`src/rtl/sdram_arbit_if.sv`:
```
// Bundle of the SDRAM arbiter's request/ack handshakes, per-source command buses
// and the arbitrated SDRAM command bus.
interface sdram_arbit_if;
  logic        init_end;
  logic [3:0]  init_cmd;
  logic [12:0] init_addr;
  logic [1:0]  init_ba;

  logic        refresh_req, refresh_ack, refresh_end;
  logic [3:0]  ref_cmd;
  logic [12:0] ref_addr;
  logic [1:0]  ref_ba;

  logic        arbit_write_req, arbit_write_ack, write_end;
  logic [3:0]  wr_cmd;
  logic [12:0] wr_addr;
  logic [1:0]  wr_ba;

  logic        arbit_read_req, arbit_read_ack, read_end;
  logic [3:0]  rd_cmd;
  logic [12:0] rd_addr;
  logic [1:0]  rd_ba;

  logic [3:0]  sdram_cmd;
  logic [12:0] sdram_addr;
  logic [1:0]  sdram_bank_addr;
  logic        timeout_err;

  modport slave (
    input  init_end, init_cmd, init_addr, init_ba,
    input  refresh_req, refresh_end, ref_cmd, ref_addr, ref_ba,
    input  arbit_write_req, write_end, wr_cmd, wr_addr, wr_ba,
    input  arbit_read_req, read_end, rd_cmd, rd_addr, rd_ba,
    output refresh_ack, arbit_write_ack, arbit_read_ack,
    output sdram_cmd, sdram_addr, sdram_bank_addr, timeout_err
  );

  modport master (
    output init_end, init_cmd, init_addr, init_ba,
    output refresh_req, refresh_end, ref_cmd, ref_addr, ref_ba,
    output arbit_write_req, write_end, wr_cmd, wr_addr, wr_ba,
    output arbit_read_req, read_end, rd_cmd, rd_addr, rd_ba,
    input  refresh_ack, arbit_write_ack, arbit_read_ack,
    input  sdram_cmd, sdram_addr, sdram_bank_addr, timeout_err
  );
endinterface

```
`src/rtl/sdram_arbit.sv`:
```
// SDRAM bus arbiter: init -> refresh > write/read (alternating), registered command mux,
// one-cycle grant acks and a sticky grant-duration timeout flag.
module sdram_arbit #(
  parameter int TIMEOUT = 1023
) (
  input  logic         sysclk_100M,
  input  logic         rst,
  sdram_arbit_if.slave bus
);

  localparam logic [3:0] NOP = 4'b0111;
  localparam logic [9:0] TO  = 10'(TIMEOUT);

  typedef enum logic [4:0] {
    S_INIT    = 5'b00001,
    S_ARBIT   = 5'b00010,
    S_REFRESH = 5'b00100,
    S_WRITE   = 5'b01000,
    S_READ    = 5'b10000
  } state_t;

  state_t      state, nxt;
  logic        last_wr;
  logic [9:0]  gnt_cnt, cnt_nxt;
  logic        in_grant, grant_entry;
  logic        ref_ack, wr_ack, rd_ack, to_err;
  logic [3:0]  cmd_q, cmd_d;
  logic [12:0] addr_q, addr_d;
  logic [1:0]  ba_q, ba_d;

  always_comb begin
    nxt = state;
    case (state)
      S_INIT:    if (bus.init_end) nxt = S_ARBIT;
      S_ARBIT: begin
        if (bus.refresh_req) nxt = S_REFRESH;
        else if (bus.arbit_write_req && bus.arbit_read_req)
          nxt = last_wr ? S_READ : S_WRITE;
        else if (bus.arbit_write_req) nxt = S_WRITE;
        else if (bus.arbit_read_req)  nxt = S_READ;
      end
      S_REFRESH: if (bus.refresh_end) nxt = S_ARBIT;
      S_WRITE:   if (bus.write_end)   nxt = S_ARBIT;
      S_READ:    if (bus.read_end)    nxt = S_ARBIT;
      default:   nxt = S_INIT;
    endcase
  end

  // Source selected by the current state; registered below for one-cycle latency.
  always_comb begin
    cmd_d  = NOP;
    addr_d = 13'd0;
    ba_d   = 2'd0;
    case (state)
      S_INIT:    begin cmd_d = bus.init_cmd; addr_d = bus.init_addr; ba_d = bus.init_ba; end
      S_REFRESH: begin cmd_d = bus.ref_cmd;  addr_d = bus.ref_addr;  ba_d = bus.ref_ba;  end
      S_WRITE:   begin cmd_d = bus.wr_cmd;   addr_d = bus.wr_addr;   ba_d = bus.wr_ba;   end
      S_READ:    begin cmd_d = bus.rd_cmd;   addr_d = bus.rd_addr;   ba_d = bus.rd_ba;   end
      default:   ;
    endcase
  end

  assign in_grant    = (state == S_REFRESH) || (state == S_WRITE) || (state == S_READ);
  assign grant_entry = (state == S_ARBIT) && (nxt != S_ARBIT);
  assign cnt_nxt     = (gnt_cnt == TO) ? gnt_cnt : gnt_cnt + 10'd1;

  always_ff @(posedge sysclk_100M) begin
    if (rst) begin
      state   <= S_INIT;
      last_wr <= 1'b0;
      gnt_cnt <= 10'd0;
      to_err  <= 1'b0;
      ref_ack <= 1'b0;
      wr_ack  <= 1'b0;
      rd_ack  <= 1'b0;
      cmd_q   <= NOP;
      addr_q  <= 13'd0;
      ba_q    <= 2'd0;
    end else begin
      state   <= nxt;
      ref_ack <= grant_entry && (nxt == S_REFRESH);
      wr_ack  <= grant_entry && (nxt == S_WRITE);
      rd_ack  <= grant_entry && (nxt == S_READ);
      if (grant_entry && nxt == S_WRITE)     last_wr <= 1'b1;
      else if (grant_entry && nxt == S_READ) last_wr <= 1'b0;
      // Timeout only flags; the grant continues until its end pulse.
      if (grant_entry) gnt_cnt <= 10'd0;
      else if (in_grant) begin
        gnt_cnt <= cnt_nxt;
        if (cnt_nxt == TO) to_err <= 1'b1;
      end
      cmd_q  <= cmd_d;
      addr_q <= addr_d;
      ba_q   <= ba_d;
    end
  end

  assign bus.refresh_ack     = ref_ack;
  assign bus.arbit_write_ack = wr_ack;
  assign bus.arbit_read_ack  = rd_ack;
  assign bus.sdram_cmd       = cmd_q;
  assign bus.sdram_addr      = addr_q;
  assign bus.sdram_bank_addr = ba_q;
  assign bus.timeout_err     = to_err;

endmodule

```
`src/flat_wrapper.sv`:
```
// flat-port wrapper written by rule: the top's interface ports become plain ports
module sdram_arbit_flat 
#(
  parameter int TIMEOUT = 1023
)
  (sysclk_100M, rst, bus_init_end, bus_init_cmd, bus_init_addr, bus_init_ba, bus_refresh_req, bus_refresh_end, bus_ref_cmd, bus_ref_addr, bus_ref_ba, bus_arbit_write_req, bus_write_end, bus_wr_cmd, bus_wr_addr, bus_wr_ba, bus_arbit_read_req, bus_read_end, bus_rd_cmd, bus_rd_addr, bus_rd_ba, bus_refresh_ack, bus_arbit_write_ack, bus_arbit_read_ack, bus_sdram_cmd, bus_sdram_addr, bus_sdram_bank_addr, bus_timeout_err);
  sdram_arbit_if bus_i ();
  input  logic sysclk_100M;
  input  logic rst;
  input wire logic [$bits(bus_i.init_end)-1:0] bus_init_end;
  input wire logic [$bits(bus_i.init_cmd)-1:0] bus_init_cmd;
  input wire logic [$bits(bus_i.init_addr)-1:0] bus_init_addr;
  input wire logic [$bits(bus_i.init_ba)-1:0] bus_init_ba;
  input wire logic [$bits(bus_i.refresh_req)-1:0] bus_refresh_req;
  input wire logic [$bits(bus_i.refresh_end)-1:0] bus_refresh_end;
  input wire logic [$bits(bus_i.ref_cmd)-1:0] bus_ref_cmd;
  input wire logic [$bits(bus_i.ref_addr)-1:0] bus_ref_addr;
  input wire logic [$bits(bus_i.ref_ba)-1:0] bus_ref_ba;
  input wire logic [$bits(bus_i.arbit_write_req)-1:0] bus_arbit_write_req;
  input wire logic [$bits(bus_i.write_end)-1:0] bus_write_end;
  input wire logic [$bits(bus_i.wr_cmd)-1:0] bus_wr_cmd;
  input wire logic [$bits(bus_i.wr_addr)-1:0] bus_wr_addr;
  input wire logic [$bits(bus_i.wr_ba)-1:0] bus_wr_ba;
  input wire logic [$bits(bus_i.arbit_read_req)-1:0] bus_arbit_read_req;
  input wire logic [$bits(bus_i.read_end)-1:0] bus_read_end;
  input wire logic [$bits(bus_i.rd_cmd)-1:0] bus_rd_cmd;
  input wire logic [$bits(bus_i.rd_addr)-1:0] bus_rd_addr;
  input wire logic [$bits(bus_i.rd_ba)-1:0] bus_rd_ba;
  output wire logic [$bits(bus_i.refresh_ack)-1:0] bus_refresh_ack;
  output wire logic [$bits(bus_i.arbit_write_ack)-1:0] bus_arbit_write_ack;
  output wire logic [$bits(bus_i.arbit_read_ack)-1:0] bus_arbit_read_ack;
  output wire logic [$bits(bus_i.sdram_cmd)-1:0] bus_sdram_cmd;
  output wire logic [$bits(bus_i.sdram_addr)-1:0] bus_sdram_addr;
  output wire logic [$bits(bus_i.sdram_bank_addr)-1:0] bus_sdram_bank_addr;
  output wire logic [$bits(bus_i.timeout_err)-1:0] bus_timeout_err;
  assign bus_i.init_end = bus_init_end;
  assign bus_i.init_cmd = bus_init_cmd;
  assign bus_i.init_addr = bus_init_addr;
  assign bus_i.init_ba = bus_init_ba;
  assign bus_i.refresh_req = bus_refresh_req;
  assign bus_i.refresh_end = bus_refresh_end;
  assign bus_i.ref_cmd = bus_ref_cmd;
  assign bus_i.ref_addr = bus_ref_addr;
  assign bus_i.ref_ba = bus_ref_ba;
  assign bus_i.arbit_write_req = bus_arbit_write_req;
  assign bus_i.write_end = bus_write_end;
  assign bus_i.wr_cmd = bus_wr_cmd;
  assign bus_i.wr_addr = bus_wr_addr;
  assign bus_i.wr_ba = bus_wr_ba;
  assign bus_i.arbit_read_req = bus_arbit_read_req;
  assign bus_i.read_end = bus_read_end;
  assign bus_i.rd_cmd = bus_rd_cmd;
  assign bus_i.rd_addr = bus_rd_addr;
  assign bus_i.rd_ba = bus_rd_ba;
  assign bus_refresh_ack = bus_i.refresh_ack;
  assign bus_arbit_write_ack = bus_i.arbit_write_ack;
  assign bus_arbit_read_ack = bus_i.arbit_read_ack;
  assign bus_sdram_cmd = bus_i.sdram_cmd;
  assign bus_sdram_addr = bus_i.sdram_addr;
  assign bus_sdram_bank_addr = bus_i.sdram_bank_addr;
  assign bus_timeout_err = bus_i.timeout_err;
  sdram_arbit #(.TIMEOUT(TIMEOUT)) u_core (.sysclk_100M(sysclk_100M), .rst(rst), .bus(bus_i));
endmodule
```
`config.mk`:
```
export PLATFORM = sky130hd
export DESIGN_NAME = sdram_arbit_flat
export DESIGN_NICKNAME = d
export VERILOG_FILES = /design/src/rtl/sdram_arbit_if.sv /design/src/rtl/sdram_arbit.sv /design/src/flat_wrapper.sv
export SDC_FILE = /design/constraint.sdc
export NUM_CORES = 1
export LEC_CHECK = 0
export CAP_MARGIN = 15
export CORE_UTILIZATION = 40
export DETAILED_ROUTE_END_ITERATION = 6
export PLACE_DENSITY = 0.8
export RECOVER_POWER = 100
export SLEW_MARGIN = 20
export SYNTH_ARGS = -nofsm -noshare
export SYNTH_HDL_FRONTEND = slang
export SYNTH_SLANG_ARGS = --single-unit
export TNS_END_PERCENT = 1
```
`constraint.sdc`:
```
create_clock -name sysclk_100M -period 2 [get_ports sysclk_100M]
set_input_delay 0.3 -clock sysclk_100M [delete_from_list [all_inputs] [get_ports sysclk_100M]]
set_output_delay 0.3 -clock sysclk_100M [all_outputs]
set_load 0.01 [all_outputs]
```
==> flow_metrics.tcl, run 1 <==
set metrics [dict create \
    yosys.area.top_type "dfxtp_1" \
    grt_util_all_layers_pct 22.57 \
    ant_nets 0 \
    place.gp.congestion 0.8461 \
    fin_worst_skew_ns 0.007359 \
    status "finished clean" \
    rows 25 \
    coreArea_mm2 0.004848 \
    ioPinCount 108 \
    cts_hold_buf 0 \
    viasPerCell 5.391 \
    dp.cells 406 \
    synth_cell_types 53 \
    cap_violations 0 \
    synth-edff-count 0 \
    synthTopCellsByArea "dfxtp_1 38%, a22oi_1 14%, a21oi_1 7.0%" \
    relSlewSlack_pct 71.07 \
    slowest_delay_ns 0.59 \
    clk_pin_slew_ns 0.08 \
    async_flop_share_pct 0 \
    drt_iter0_markers 115 \
    grt_pass1_wl_um 9308 \
    post_drt_wl_per_cell_um 14.95 \
    cts_max_level 2 \
    cts_buffers 5 \
    gr-total-overflow 0 \
    finalSetupViolCount 0 \
    crit_family "flip-flops" \
    hold_viol 0 \
    path_class "flip-flop to flip-flop" \
    fin_setup_tns_ns 0 \
    cts.sinks 39 \
    cts_root_buf "clkbuf_8" \
    post_cts_buffers 0 \
    finalCriticalPeriod_ns 1.819 \
    grt_max_degree 21 \
    final_cell_mix "84 x clkdlybuf4s50_1, 39 x a22oi_1, 38 x dfxtp_1" \
    die_w_um 74.10 \
    clk_latency_ns 0.29 \
    drive_gt1_share_pct 8.934 \
    avgSynthCellArea_um2 8.737 \
    drv_slew 0 \
    crit_fanout 14 \
    cts_resized 0 \
    drt_wl_total_um 6191 \
    grt_setup_unrepaired "false" \
    holdWs_ns 0.4709 \
    cp.required_ns 2.18 \
    fin_crit_sh_pct 90.95 \
    start_kind "flip-flop" \
    clockBufferDepth 2 \
    crit_path_end_kind "flip-flop" \
    synth_top_area_share_pct 37.55 \
    grt_pass1_vias 2008 \
    path_cells "xor2_1 -> o211ai_1 -> buf_4 -> nand2_1 -> nand2_1 -> clkbuf_2 -> a21oi_1" \
    area_growth_pct 58.97 \
    power_leakage_nw 1.222 \
    start_util_pct 42.89 \
    synth_seq_area_share_pct 37.55 \
    n_antenna_cell 0 \
    yosys_warnings 0 \
    drc 0 \
    ys_ff_latch 39 \
    dr.pass1.iters 5 \
    hpwlAfterDp_um 4626 \
    nets 432 \
    cp_slowest_cell "dfxtp_1" \
    antenna_found_initial 0 \
    io_buffers 107 \
    arrival_ns 2.00 \
    fmax_mhz 549.8 \
    synth-main-ff-cell "dfxtp_1" \
    syn_area_mm2 0.002079 \
    hp-class "flip-flop to flip-flop" \
    die_area_mm2 0.005491 \
    power.density_mw_per_mm2 615.6 \
    cts_tree "done" \
    crit_top_cell "nand2_1" \
    vdd_drop_max_mv 0.3039 \
    worstMarginPinSlew_ns 0.4334 \
    vias 2232 \
    syn_inst 238 \
    die_h_um 74.10 \
    synth_nets 324 \
    fin_cells 414 \
    layout_commonest_cell "clkdlybuf4s50_1" \
    path_buf_inv 2 \
]
[worst register-to-register path, stage by stage, from the launching register on]
cell      delay (ns)
dfxtp_1         0.59
xor2_1          0.12
o211ai_1        0.18
buf_4           0.22
nand2_1         0.07
nand2_1         0.23
clkbuf_2        0.23
a21oi_1         0.06
[kinds of logic after synthesis]
kind of cell	share of synthesized area [%]
xor gates and xnor gates	3.370
DFF	37.55
and+or+nand+nor	22.38
adders and majority gates	0.6016
muxes	1.444
AOI/OAI and AO/OA	28.70
buffers and inverters	5.956
[final timing paths]
kind / from / end / slack [ns] / cells past startpoint
max reg2reg: u_core.state[3] / u_core.bus.sdram_addr[7] / 0.18 / 7
max: u_core.state[3] / u_core.bus.sdram_addr[7] / 0.18 / 7
min: u_core.bus.timeout_err / u_core.bus.timeout_err / 0.47 / 1
min reg2reg: u_core.bus.timeout_err / u_core.bus.timeout_err / 0.47 / 1
[stage by stage]
stage,worst slack [ns],utilization (%),power [W],cell area (um^2)
finish,0.1810,68.18,0.002035,3306
global route,0.01947,68.18,0.002138,3306
CTS,0.1925,68.34,0.002079,3313
detailed placement,0.1281,66.27,0.001486,3213
global placement,0.1971,66.27,0.001476,3213
floorplan,0.4270,-,0.001155,2079
[synth_stat cells (2+ instances only)]
cell type  instances
a21oi_1           29
a22oi_1           39
and3_1             2
buf_2              8
buf_4              2
clkbuf_1           3
clkbuf_8           2
dfxtp_1           39
inv_1              3
mux2i_1            3
nand2_1           11
nand2b_1           3
nand3_1           11
nand3b_1           2
nor2_1            16
nor3_1            13
nor4_1             2
o211ai_1           2
o21ai_0            4
o21bai_1           3
o31ai_1            2
or3_1              2
xnor2_1            6
xor2_1             2
[cell type report]
| class | count | area, um^2 |
|---|---|---|
| Fill cell | 405 | 1543 |
| Multi-Input combinational cell | 178 | 1180 |
| Timing Repair Buffer | 118 | 1145 |
| Sequential cell | 39 | 782.0 |
| Clock buffer | 8 | 100.1 |
| Tap cell | 67 | 83.83 |
| Inverter | 4 | 15.01 |
[registers in the layout, summed over array words and instances, names as in the netlist]
name / count
u_core.gnt_cnt: 10
u_core.bus.sdram_addr: 13
u_core.bus.sdram_bank_addr: 2
u_core.bus.arbit_write_ack: 1
u_core.state: 5
u_core.last_wr: 1
u_core.bus.sdram_cmd: 4
u_core.bus.timeout_err: 1
u_core.bus.refresh_ack: 1
u_core.bus.arbit_read_ack: 1
[power by group]
group	total, W	internal (W)	switching, W	leakage [nW]
clock network	0.000595	0.000315	0.000280	0.0515
registers	0.000876	0.000842	0.0000342	0.318
logic	0.000564	0.000326	0.000239	0.853
total	0.00203	0.00148	0.000553	1.22
[routing by layer]
metal | wire [um] | global-route usage, %
met3 | 312 | 5.691
met1 | 2507 | 25.56
met5 | 0 | 0
met4 | 102 | 8.761
met2 | 3269 | 40.51
No activity file was read; power rests on OpenSTA's default activity.
==> inputs of run 2 (changes only) <==
ABC_AREA = 1   (was unset)
CTS_CLUSTER_DIAMETER = 40   (was unset)
==> flow_metrics.tcl, run 2 <==
set metrics [dict create \
    gr-total-overflow 0 \
    setup_ws_ns 0.2859 \
    clk_pin_slew_ns 0.07 \
    crit_path_start "u_core.state[2]" \
    r2r_cells 8 \
    synthTopCellsByCount "109 x nand2_1, 39 x dfxtp_1, 30 x nor2_1" \
    ys_ff_latch 39 \
    synth-main-ff-cell "dfxtp_1" \
    die_area_mm2 0.005459 \
    crit_path_end_kind "flip-flop" \
    nets 494 \
    drv_slew 0 \
    finalCriticalPeriod_ns 1.714 \
    finalSetupViolCount 0 \
    async_flop_share_pct 0 \
    relSlewSlack_pct 56.94 \
    ioPinCount 108 \
    synth_nets 387 \
    synth_adder_area_share_pct 0.6053 \
    hpwlAfterDp_um 5048 \
    synth_seq_area_share_pct 37.77 \
    holdWs_ns 0.4658 \
    total_power_w 0.001711 \
    cts_buffers 5 \
    cp.required_ns 2.21 \
    cap_violations 0 \
    drc 0 \
    die_w_um 73.89 \
    layout_commonest_cell "nand2_1" \
    fin_crit_sh_pct 85.70 \
    multiInputGateArea_mm2 0.001101 \
    start_kind "flip-flop" \
    power_leakage_nw 1.329 \
    largest_reg_flops 13 \
    start_util_pct 42.63 \
    dr.pass1.iters 4 \
    grt_setup_unrepaired "false" \
    hp-class "flip-flop to flip-flop" \
    hold_viol 0 \
    n_antenna_cell 0 \
    status "finished clean" \
    antenna_found_initial 0 \
    path_class "flip-flop to flip-flop" \
    post-place-ws_ns 0.3387 \
    r2r_end "u_core.gnt_cnt[4]" \
    grt_max_degree 21 \
    synth_xor_area_share_pct 0.8475 \
    arrival_ns 1.92 \
    grt_pass1_wl_um 9832 \
    vdd_drop_max_mv 0.3847 \
    postLayoutCoreUtil_pct 67.51 \
    fin_setup_tns_ns 0 \
    grt_pass1_vias 2246 \
    die_h_um 73.89 \
    coreArea_mm2 0.004848 \
    fmax_mhz 583.4 \
    syn_area_mm2 0.002067 \
    place.gp.congestion 0.9073 \
    yosysMostFrequentCell "nand2_1" \
    rows 25 \
    drive_gt1_share_pct 5.379 \
    crit_end "u_core.gnt_cnt[4]" \
    synth-edff-count 0 \
    fill_cells 432 \
    vias 2391 \
    io_buffers 107 \
    rr_startpoint "u_core.state[2]" \
    post_drt_wl_per_cell_um 13.16 \
    cts_tree "done" \
    area_growth_pct 58.35 \
    cts_resized 0 \
    crit_fanout 10 \
    worstMarginPinSlew_ns 0.6452 \
    post_cts_buffers 0 \
    drt_wl_total_um 6264 \
    yosys.area_share.simple_pct 36.50 \
    yosys.area.top_type "dfxtp_1" \
    synthTopCellsByArea "dfxtp_1 38%, nand2_1 20%, a41oi_1 6.8%" \
    clockBufferDepth 2 \
    fin_worst_skew_ns 0.003273 \
    synthMuxAreaShare_pct 0 \
    synth_top_family_by_area "simple AND/OR/NAND/NOR gates" \
    ff_latch_area_um2 780.7 \
    synth_compound_area_share_pct 15.74 \
    avgSynthCellArea_um2 6.867 \
    synth_top_area_share_pct 37.77 \
    clk_latency_ns 0.28 \
    cts.sinks 39 \
    power.density_mw_per_mm2 522.8 \
    cts_hold_buf 0 \
    ant_nets 0 \
    yosys_warnings 0 \
    grt_util_all_layers_pct 23.96 \
    synth_cell_types 32 \
    final_cell_mix "109 x nand2_1, 84 x clkdlybuf4s50_1, 39 x dfxtp_1" \
    drt_iter0_markers 106 \
    reg2reg_slack_ns 0.29 \
    viasPerCell 5.023 \
    cts_max_level 2 \
    syn_inst 301 \
    cts_root_buf "clkbuf_8" \
]
[run 2: stage by stage]
step	std cells	instance area [um^2]
floorplan	301	2067
finish	476	3273
global placement	468	3204
CTS	476	3286
global route	476	3273
detailed placement	468	3204
[run 2: area by class of cell]
cell class / instances / share of cell area [%]
timing repair buffer: 112 / 34.14
multi-input combinational: 221 / 33.64
clock inverter: 1 / 0.1529
inverter: 29 / 3.326
sequential: 39 / 23.85
clock buffer: 7 / 2.332
tap: 67 / 2.561
[run 2: layer usage]
layer  vias to the layer above  routed length (um)  track usage [%]
met4                         0                 172            10.68
li1                       1201                   -                -
met1                      1062                2462            27.29
met3                        15                 575            8.368
met5                         -                   0                0
met2                       113                3055            40.27
[run 2: how the worst min path moves through the flow]
stage	start	endpoint	slack [ns]	depth (start not counted)
6_report	u_core.bus.timeout_err	u_core.bus.timeout_err	0.47	2
5_1_grt	u_core.bus.timeout_err	u_core.bus.timeout_err	0.52	2
4_1_cts	u_core.bus.timeout_err	u_core.bus.timeout_err	0.47	2
3_5_place_dp	u_core.bus.timeout_err	u_core.bus.timeout_err	0.46	2
3_3_place_gp	u_core.bus.timeout_err	u_core.bus.timeout_err	0.46	2
2_1_floorplan	bus_wr_cmd[2]	u_core.bus.sdram_cmd[2]	0.42	2
[run 2: power breakdown]
group	switching (W)	internal [W]
logic	0.000146	0.000235
clock network	0.000256	0.000245
registers	0.0000137	0.000816
total	0.000416	0.00130
[run 2: cells by family (layout without fill, tap and decap cells)]
logic type / Yosys count / in the layout
buf+inv: 41 / 149
fa+ha+maj: 1 / 1
xor+xnor: 2 / 2
simple gates: 171 / 171
compound gates: 47 / 47
flops: 39 / 39
[run 2: worst max-delay path, cell delays in order (launching register included)]
cell and delay, ns:
dfxtp_1 0.35, nor2_4 0.16, nand4_1 0.18, nor2_1 0.24, nand3_1 0.12, nand3_1 0.10, nand2_1 0.07, clkbuf_1 0.23
a21oi_1 0.18
==> inputs of run 3 (changes only) <==
CAP_MARGIN = unset   (was 15)
CELL_PAD_IN_SITES_DETAIL_PLACEMENT = 1   (was unset)
CELL_PAD_IN_SITES_GLOBAL_PLACEMENT = 2   (was unset)
CORE_UTILIZATION = 20   (was 40)
==> flow_metrics.tcl, run 3 (synthesis gave the netlist of run 2 again) <==
set metrics [dict create \
    dr.pass1.iters 4 \
    fin_worst_skew_ns 0.009468 \
    ioPinCount 108 \
    worstMarginPinSlew_ns 0.4922 \
    start_kind "flip-flop" \
    die_w_um 103.7 \
    r2r_cells 9 \
    layout_commonest_cell "nand2_1" \
    grt_util_all_layers_pct 14.67 \
    finalSetupViolCount 0 \
    min_from "u_core.bus.timeout_err" \
    die_h_um 103.7 \
    drt_wl_total_um 7815 \
    vias 2414 \
    r2r_end "u_core.bus.timeout_err" \
    min_path_cells 2 \
    path_class "flip-flop to flip-flop" \
    post_dp_cell_area_mm2 0.003302 \
    largest_reg_flops 13 \
    gr-total-overflow 0 \
    rows 36 \
    grt_max_degree 27 \
    drive_gt1_share_pct 6.326 \
    clk_pin_slew_ns 0.09 \
    cts.sinks 39 \
    fin_crit_sh_pct 85.80 \
    power_leakage_nw 1.361 \
    die_area_mm2 0.01075 \
    fin_cells 544 \
    grt_pass1_vias 2537 \
    arrival_ns 1.97 \
    reg2reg_slack_ns 0.28 \
    dp.cells 536 \
    hold_viol 0 \
    power.density_mw_per_mm2 566.8 \
    post_cts_buffers 0 \
    n_antenna_cell 0 \
    grt_pass1_wl_um 12550 \
    fin_setup_tns_ns 0 \
    drv_slew 0 \
    hpwlAfterDp_um 6117 \
    cts_buffers 5 \
    crit_fanout 10 \
    viasPerCell 4.438 \
    cts_root_buf "clkbuf_8" \
    cts_max_level 2 \
    status "finished clean" \
    finalCriticalPeriod_ns 1.716 \
    clk_latency_ns 0.30 \
    crit_path_end_kind "flip-flop" \
    area_growth_pct 64.71 \
    cts_hold_buf 0 \
    total_power_w 0.001930 \
    final_cell_mix "110 x nand2_1, 84 x clkdlybuf4s50_1, 39 x dfxtp_1" \
    vdd_drop_max_mv 0.2827 \
    place.gp.congestion 0.7300 \
    rr_startpoint "u_core.gnt_cnt[1]" \
    hp-class "flip-flop to flip-flop" \
    coreArea_mm2 0.009910 \
    postLayoutCellArea_mm2 0.003405 \
    post_drt_wl_per_cell_um 14.37 \
    drt_iter0_markers 70 \
    fmax_mhz 582.8 \
    cts_tree "done" \
    ant_nets 0 \
    cap_violations 0 \
    drc 0 \
    relSlewSlack_pct 67.19 \
    cts_resized 0 \
    clockBufferDepth 2 \
    grt_setup_unrepaired "false" \
    min_to "u_core.bus.timeout_err" \
    start_util_pct 20.86 \
    cp.required_ns 2.25 \
    io_buffers 107 \
    antenna_found_initial 0 \
    nets 496 \
]
[run 3: cell types whose count changed in the layout (fill, tap and decap cells not counted)]
| cell | change |
|---|---|
| clkbuf_1 | -3 |
| buf_4 | +2 |
| nand2_1 | +1 |
| nand2_2 | -1 |
| inv_6 | +1 |
| bufinv_16 | +1 |
| clkinv_2 | -1 |
| clkbuf_2 | +1 |
| clkinv_4 | +1 |
[run 3: layout make-up]
class | instances | area (um^2)
fillers | 1231 | 6505
multi-input cells | 221 | 1099
inverters | 29 | 108.9
repair buffers | 114 | 1134
clock buffers | 5 | 68.82
flip-flops and latches | 39 | 780.7
clock inverters | 3 | 47.55
well taps | 133 | 166.4
[run 3: worst max path at each step]
stage | slack (ns) | from | endpoint | cells past startpoint
after floorplan | 0.57 | u_core.gnt_cnt[0] | u_core.bus.timeout_err | 9
after global placement | 0.33 | u_core.gnt_cnt[1] | u_core.bus.timeout_err | 9
after CTS | 0.29 | u_core.gnt_cnt[1] | u_core.bus.timeout_err | 9
after detailed placement | 0.31 | bus_init_end | u_core.gnt_cnt[4] | 8
final | 0.28 | u_core.gnt_cnt[1] | u_core.bus.timeout_err | 9
after global routing | 0.1 | u_core.gnt_cnt[1] | u_core.bus.timeout_err | 9
[run 3: per-layer routing]
layer	vias up	GRT usage, %	routed length, um
met5	-	0	0
met4	0	3.265	95
met3	6	4.091	446
met2	67	27.61	4093
met1	1132	16.23	3179
li1	1209	-	-
[run 3: critical path: stages (launching register included)]
cell     delay, ns
dfxtp_1       0.40
ha_1          0.21
nand2_1       0.15
nor2_8        0.18
nand3_4       0.16
o21ai_2       0.17
nand2_1       0.08
nor3_2        0.16
nand3_1       0.08
nand2_1       0.06
[run 3: per-stage QoR]
step                setup slack [ns]  hold slack (ns)  util (%)
CTS                           0.2908           0.4919     34.49
floorplan                     0.5700           0.4204         -
global placement              0.3318           0.4702     33.32
global route                 0.09988           0.5053     34.36
detailed placement            0.3148           0.4772     33.32
finish                        0.2841           0.4756     34.36
[run 3: where the power goes]
| part | switching, W | internal [W] |
|---|---|---|
| Combinational | 0.000154 | 0.000238 |
| Clock | 0.000331 | 0.000379 |
| Sequential | 0.0000126 | 0.000815 |
| Total | 0.000497 | 0.00143 |
